<file path="src/rtl/xor3_parity_unit_pkg.sv">
// Shared types and defaults for the 3-input XOR parity unit.
// Optional one-hot term is enabled by defining XOR3_ONEHOT_EN.
package xor3_pkg;

    localparam int DEF_WIDTH    = 1;
    localparam int DEF_ACC_INIT = 0;

    typedef logic [DEF_WIDTH-1:0] word_t;

endpackage

</file>
<file path="src/rtl/xor3_parity_unit_if.sv">
// Operand/result bundle between a driver and the XOR parity unit.
// The onehot_q signal exists only when XOR3_ONEHOT_EN is defined.
interface xor3_parity_unit_if
    import xor3_pkg::*;
#(
    parameter int WIDTH = DEF_WIDTH
) ();

    logic [WIDTH-1:0] din_a;
    logic [WIDTH-1:0] din_b;
    logic [WIDTH-1:0] din_c;
    logic             in_valid;
    logic             acc_clr;
    logic [WIDTH-1:0] dout;
    logic [WIDTH-1:0] dout_q;
    logic             out_valid;
    logic             parity;
    logic [WIDTH-1:0] acc;
`ifdef XOR3_ONEHOT_EN
    logic [WIDTH-1:0] onehot_q;
`endif

    modport master (
        output din_a, din_b, din_c, in_valid, acc_clr,
        input  dout, dout_q, out_valid, parity, acc
`ifdef XOR3_ONEHOT_EN
        , input onehot_q
`endif
    );

    modport slave (
        input  din_a, din_b, din_c, in_valid, acc_clr,
        output dout, dout_q, out_valid, parity, acc
`ifdef XOR3_ONEHOT_EN
        , output onehot_q
`endif
    );

endinterface

</file>
<file path="src/rtl/xor3_parity_unit_bit_slice.sv">
// One bit of the 3-input XOR, plus the exactly-one-set term when
// XOR3_ONEHOT_EN is defined.
module xor3_bit_slice (
    input  logic a,
    input  logic b,
    input  logic c,
`ifdef XOR3_ONEHOT_EN
    output logic onehot,
`endif
    output logic y
);

    assign y = a ^ b ^ c;

`ifdef XOR3_ONEHOT_EN
    // Odd count with not all three set means exactly one input is high.
    assign onehot = (a ^ b ^ c) & ~(a & b & c);
`endif

endmodule

</file>
<file path="src/rtl/xor3_parity_unit.sv">
// Bitwise 3-input XOR with registered result, parity and running XOR
// accumulator. Define XOR3_ONEHOT_EN to add the registered onehot_q output.
module xor3_parity_unit
    import xor3_pkg::*;
#(
    parameter int               WIDTH    = DEF_WIDTH,
    parameter logic [WIDTH-1:0] ACC_INIT = WIDTH'(DEF_ACC_INIT)
) (
    input logic               clk,
    input logic               rst_n,
    xor3_parity_unit_if.slave bus
);

    logic [WIDTH-1:0] xor_w;
`ifdef XOR3_ONEHOT_EN
    logic [WIDTH-1:0] onehot_w;
`endif

    for (genvar i = 0; i < WIDTH; i++) begin : g_slice
        xor3_bit_slice u_slice (
            .a      (bus.din_a[i]),
            .b      (bus.din_b[i]),
            .c      (bus.din_c[i]),
`ifdef XOR3_ONEHOT_EN
            .onehot (onehot_w[i]),
`endif
            .y      (xor_w[i])
        );
    end

    assign bus.dout   = xor_w;
    assign bus.parity = ^bus.dout_q;

    // Clear wins over accumulate, but the operand still lands in dout_q.
    always_ff @(posedge clk or negedge rst_n) begin
        if (!rst_n) begin
            bus.dout_q    <= '0;
            bus.out_valid <= 1'b0;
            bus.acc       <= ACC_INIT;
        end else begin
            bus.out_valid <= bus.in_valid;
            if (bus.in_valid) begin
                bus.dout_q <= xor_w;
            end
            if (bus.acc_clr) begin
                bus.acc <= ACC_INIT;
            end else if (bus.in_valid) begin
                bus.acc <= bus.acc ^ xor_w;
            end
        end
    end

`ifdef XOR3_ONEHOT_EN
    always_ff @(posedge clk or negedge rst_n) begin
        if (!rst_n) begin
            bus.onehot_q <= '0;
        end else if (bus.in_valid) begin
            bus.onehot_q <= onehot_w;
        end
    end
`endif

endmodule

</file>
<file path="src/flat_wrapper.sv">
// flat-port wrapper written by rule: the top's interface ports become plain ports
module xor3_parity_unit_flat import xor3_pkg::*;
#(
    parameter int               WIDTH    = DEF_WIDTH,
    parameter logic [WIDTH-1:0] ACC_INIT = WIDTH'(DEF_ACC_INIT)
)
  (clk, rst_n, bus_din_a, bus_din_b, bus_din_c, bus_in_valid, bus_acc_clr, bus_dout, bus_dout_q, bus_out_valid, bus_parity, bus_acc);
  xor3_parity_unit_if #(.WIDTH(WIDTH)) bus_i ();
  input logic clk;
  input logic rst_n;
  input wire logic [$bits(bus_i.din_a)-1:0] bus_din_a;
  input wire logic [$bits(bus_i.din_b)-1:0] bus_din_b;
  input wire logic [$bits(bus_i.din_c)-1:0] bus_din_c;
  input wire logic [$bits(bus_i.in_valid)-1:0] bus_in_valid;
  input wire logic [$bits(bus_i.acc_clr)-1:0] bus_acc_clr;
  output wire logic [$bits(bus_i.dout)-1:0] bus_dout;
  output wire logic [$bits(bus_i.dout_q)-1:0] bus_dout_q;
  output wire logic [$bits(bus_i.out_valid)-1:0] bus_out_valid;
  output wire logic [$bits(bus_i.parity)-1:0] bus_parity;
  output wire logic [$bits(bus_i.acc)-1:0] bus_acc;
  assign bus_i.din_a = bus_din_a;
  assign bus_i.din_b = bus_din_b;
  assign bus_i.din_c = bus_din_c;
  assign bus_i.in_valid = bus_in_valid;
  assign bus_i.acc_clr = bus_acc_clr;
  assign bus_dout = bus_i.dout;
  assign bus_dout_q = bus_i.dout_q;
  assign bus_out_valid = bus_i.out_valid;
  assign bus_parity = bus_i.parity;
  assign bus_acc = bus_i.acc;
  xor3_parity_unit #(.WIDTH(WIDTH), .ACC_INIT(ACC_INIT)) u_core (.clk(clk), .rst_n(rst_n), .bus(bus_i));
endmodule
</file>
<file path="config.mk">
export PLATFORM = sky130hd
export DESIGN_NAME = xor3_parity_unit_flat
export DESIGN_NICKNAME = d
export VERILOG_FILES = /design/src/rtl/xor3_parity_unit_pkg.sv /design/src/rtl/xor3_parity_unit_if.sv /design/src/rtl/xor3_parity_unit_bit_slice.sv /design/src/rtl/xor3_parity_unit.sv /design/src/flat_wrapper.sv
export SDC_FILE = /design/constraint.sdc
export NUM_CORES = 1
export LEC_CHECK = 0
export CAP_MARGIN = 20
export CORE_AREA = 3 3 40 42
export CTS_CLUSTER_SIZE = 8
export DETAILED_ROUTE_END_ITERATION = 16
export DIE_AREA = 0 0 43 45
export GPL_ROUTABILITY_DRIVEN = 0
export GPL_TIMING_DRIVEN = 0
export PLACE_DENSITY = 0.44
export SETUP_SLACK_MARGIN = 0.15
export SYNTH_ARGS = -nofsm -noshare
export SYNTH_HDL_FRONTEND = slang
export SYNTH_SLANG_ARGS = --single-unit
</file>
<file path="constraint.sdc">
create_clock -name clk -period 2.1 [get_ports clk]
set_input_delay 0.42 -clock clk [delete_from_list [all_inputs] [get_ports clk]]
set_output_delay 0.42 -clock clk [all_outputs]
set_load 0.005 [all_outputs]
</file>
==> summary.txt <==
STA
  • Final min period: 1900 ps
  • Worst hold slack: about 370 ps
  • Worst-margin pin slew: between 100 and 150 ps
  • Max Clock Freq: 0.527 GHz
  • Unrepaired setup endpoints after global routing: no
  • Setup WS post-layout: 201 ps
  • Ratio of final minimum period to clock period: between 90% and 100%
  • Clock Skew: 0 ps
  • Count of final setup violators: 0
  • Final hold violations: 0
  • Slew headroom: roughly nine tenths
  • Fin. max-slew vios: 0
  • Setup TNS Final: 0 ps

Detailed routing
  • DRC violation count after routing: 0
  • Routed len/inst: roughly 9.4 um
  • Routed WL: around 380 um
  • Via Count: 132
  • Antenna-violating nets left: 0
  • Vias per inst: about 3.2
  • Initial DRC Count: 2
  • DRT Pass-1 Iters: 2

Global routing
  • Largest net degree at the start of global routing: 4
  • Met1 Usage GRT: approximately 6.3%
  • Top Usage Layer GRT: met4
  • Met3 GRT Util: 3.59%
  • Met2 global-route usage: under 10%
  • Vias in the first global route: roughly 170
  • Antenna violations before repair: 0
  • GRT Overall Usage: just under 6%
  • Total grt overflow: 0
  • Global-route wire length before repair: 717 um

CTS
  • Clk_lat worst skew: 230 ps
  • Buffers from clock root to sink, at most: 2
  • Total CTS buffers: 3
  • CTS clk-pin slew, worst paths: around 40 ps
  • Clk root buf: clkbuf_4
  • H-tree levels: 1
  • TritonCTS clock tree: built
  • Clock Sinks: 3
  • Setup Buffers After CTS: 0

Yosys
  • Post-synth cell types: 9
  • Synth warn: 0
  • Synthesized area: about 150 um^2
  • Top cells by area, synth: dfrtp_1 51%, xor3_2 17%, mux2_4 10%
  • #FFs+latches synth: 3
  • Synth top area share: between 50% and 60%
  • Avg Cell Area, Syn: roughly 13 um^2
  • Sequential share of the synthesized area: 50.8%
  • Post-synth top area cell: dfrtp_1
  • Post-synth net total: 18
  • Cells after Synth: 11

Layout
  • Final nets: 34
  • P&R area growth vs syn: 102%
  • FF+latch area: 75.1 um^2
  • # fillers: about 140
  • Final Core Density: 23.2%
  • Share of cells above drive strength 1: 30.8%
  • Multi-input gate area: just over 60 um^2
  • Ant diodes: 0

Floorplanning
  • Die W: approximately 43 um
  • I/O Pins: 12
  • Die Area: 1940 um^2
  • Initial Util: around 11%
  • Core area: ~1300 um^2
  • # rows: 13
  • Chip height: between 40 and 50 um

Worst setup path
  • Worst path max stage delay: ~470 ps
  • WP data required: between 1500 and 2000 ps
  • CP arrival: between 1000 and 1500 ps
  • Crit end category: output pin
  • Critical path class: in -> out
  • Crit-path cells: clkdlybuf4s50_1 > xor3_2 > buf_2
  • Crit Path Max Fanout: 2
  • CP max stage cell: clkdlybuf4s50_1
  • FF-to-FF path depth: 2
  • Startpoint Class: input pin

Flow run
  • Max-cap viol count: 0

Place
  • Buffers on Ports: 11
  • DP Worst Slack: -114 ps

Worst hold path
  • Hold/Removal Path Class: in -> async

Power
  • Worst vdd rail ir drop: between 0.2 and 0.25 mV
  • Power per standard cell area: around 760 nW/um^2
  • Power, Total: between 0.2 and 0.25 mW
  • Leak pwr: about 0.14 nW

Outcome
  • Run status: completed
## cells in the final DEF, fill, tap and decap left out, drive strengths merged
master         count
clkdlybuf4s50     10
clkbuf             4
dfrtp              3
buf                2
xor3               1
inv                1
nand2              1
o21ai              1
nor2               1
nor2b              1
mux2               1
## layout make-up
class / instances / share of cell area, %
Tap cell: 15 / 6.30
Clock buffer: 4 / 8.82
Sequential cell: 3 / 25.2
Buffer: 1 / 2.52
Inverter: 1 / 1.26
Timing Repair Buffer: 11 / 35.3
Multi-Input combinational cell: 6 / 20.6
## flip-flops by register name, indices dropped and copies added (netlist names)
register and cells:
u_core.bus.dout_q 1, u_core.bus.out_valid 1, u_core.bus.acc 1
## cell usage after synthesis
cell     number
o21ai_0       1
nand2_2       1
xor3_2        1
dfrtp_1       3
nor2_1        1
inv_1         1
nor2b_1       1
mux2_4        1
buf_4         1
## where the power goes
part | switching, mW | internal, mW
Clock | 0.0294 | 0.0712
Combinational | 0.0161 | 0.0421
Sequential | 0.00404 | 0.0645
Total | 0.0495 | 0.178
## per-layer routing
| metal | up-vias | share of wire [%] |
|---|---|---|
| met1 | 56 | 45 |
| met2 | 12 | 36 |
| met4 | 0 | 0 |
| li1 | 64 | - |
| met5 | - | 0 |
| met3 | 0 | 19 |
## worst paths after layout
check,startpoint,to,slack (ps)
worst max-delay path,bus_din_c,bus_dout,200
worst min-delay path,rst_n,u_core.bus.dout_q,370
worst max register to register,u_core.bus.acc,u_core.bus.acc,1220
worst min register to register,u_core.bus.dout_q,u_core.bus.dout_q,570
max in group asynchronous,rst_n,u_core.bus.acc,1590
min in group clk,u_core.bus.dout_q,u_core.bus.dout_q,570
## cells by family (layout without fill, tap and decap cells)
group / count (synthesis) / after routing / synth area share [%]
AO/OA/AOI/OAI: 1 / 1 / 3.39
buffers and inverters: 2 / 17 / 7.63
flip-flops: 3 / 3 / 50.8
AND/OR/NAND/NOR: 3 / 3 / 11.0
multiplexers: 1 / 1 / 10.2
XOR/XNOR: 1 / 1 / 16.9
## through the flow
stage,area (um^2),cells
after floorplan,148,11
after global placement,277,37
after detailed placement,277,37
after CTS,298,41
after global routing,298,41
final,298,41
## critical path: cells and delay by family
| family | cells | cell delay, ps |
|---|---|---|
| XOR/XNOR | 1 | 440 |
| buffers and inverters | 2 | 610 |
## repair_timing
action	4_1_cts	5_1_grt
gates resized for setup	4	0
hold buffers	0	0
endpoints found under the setup margin	1	0
Power figures use the tool's default switching activity.
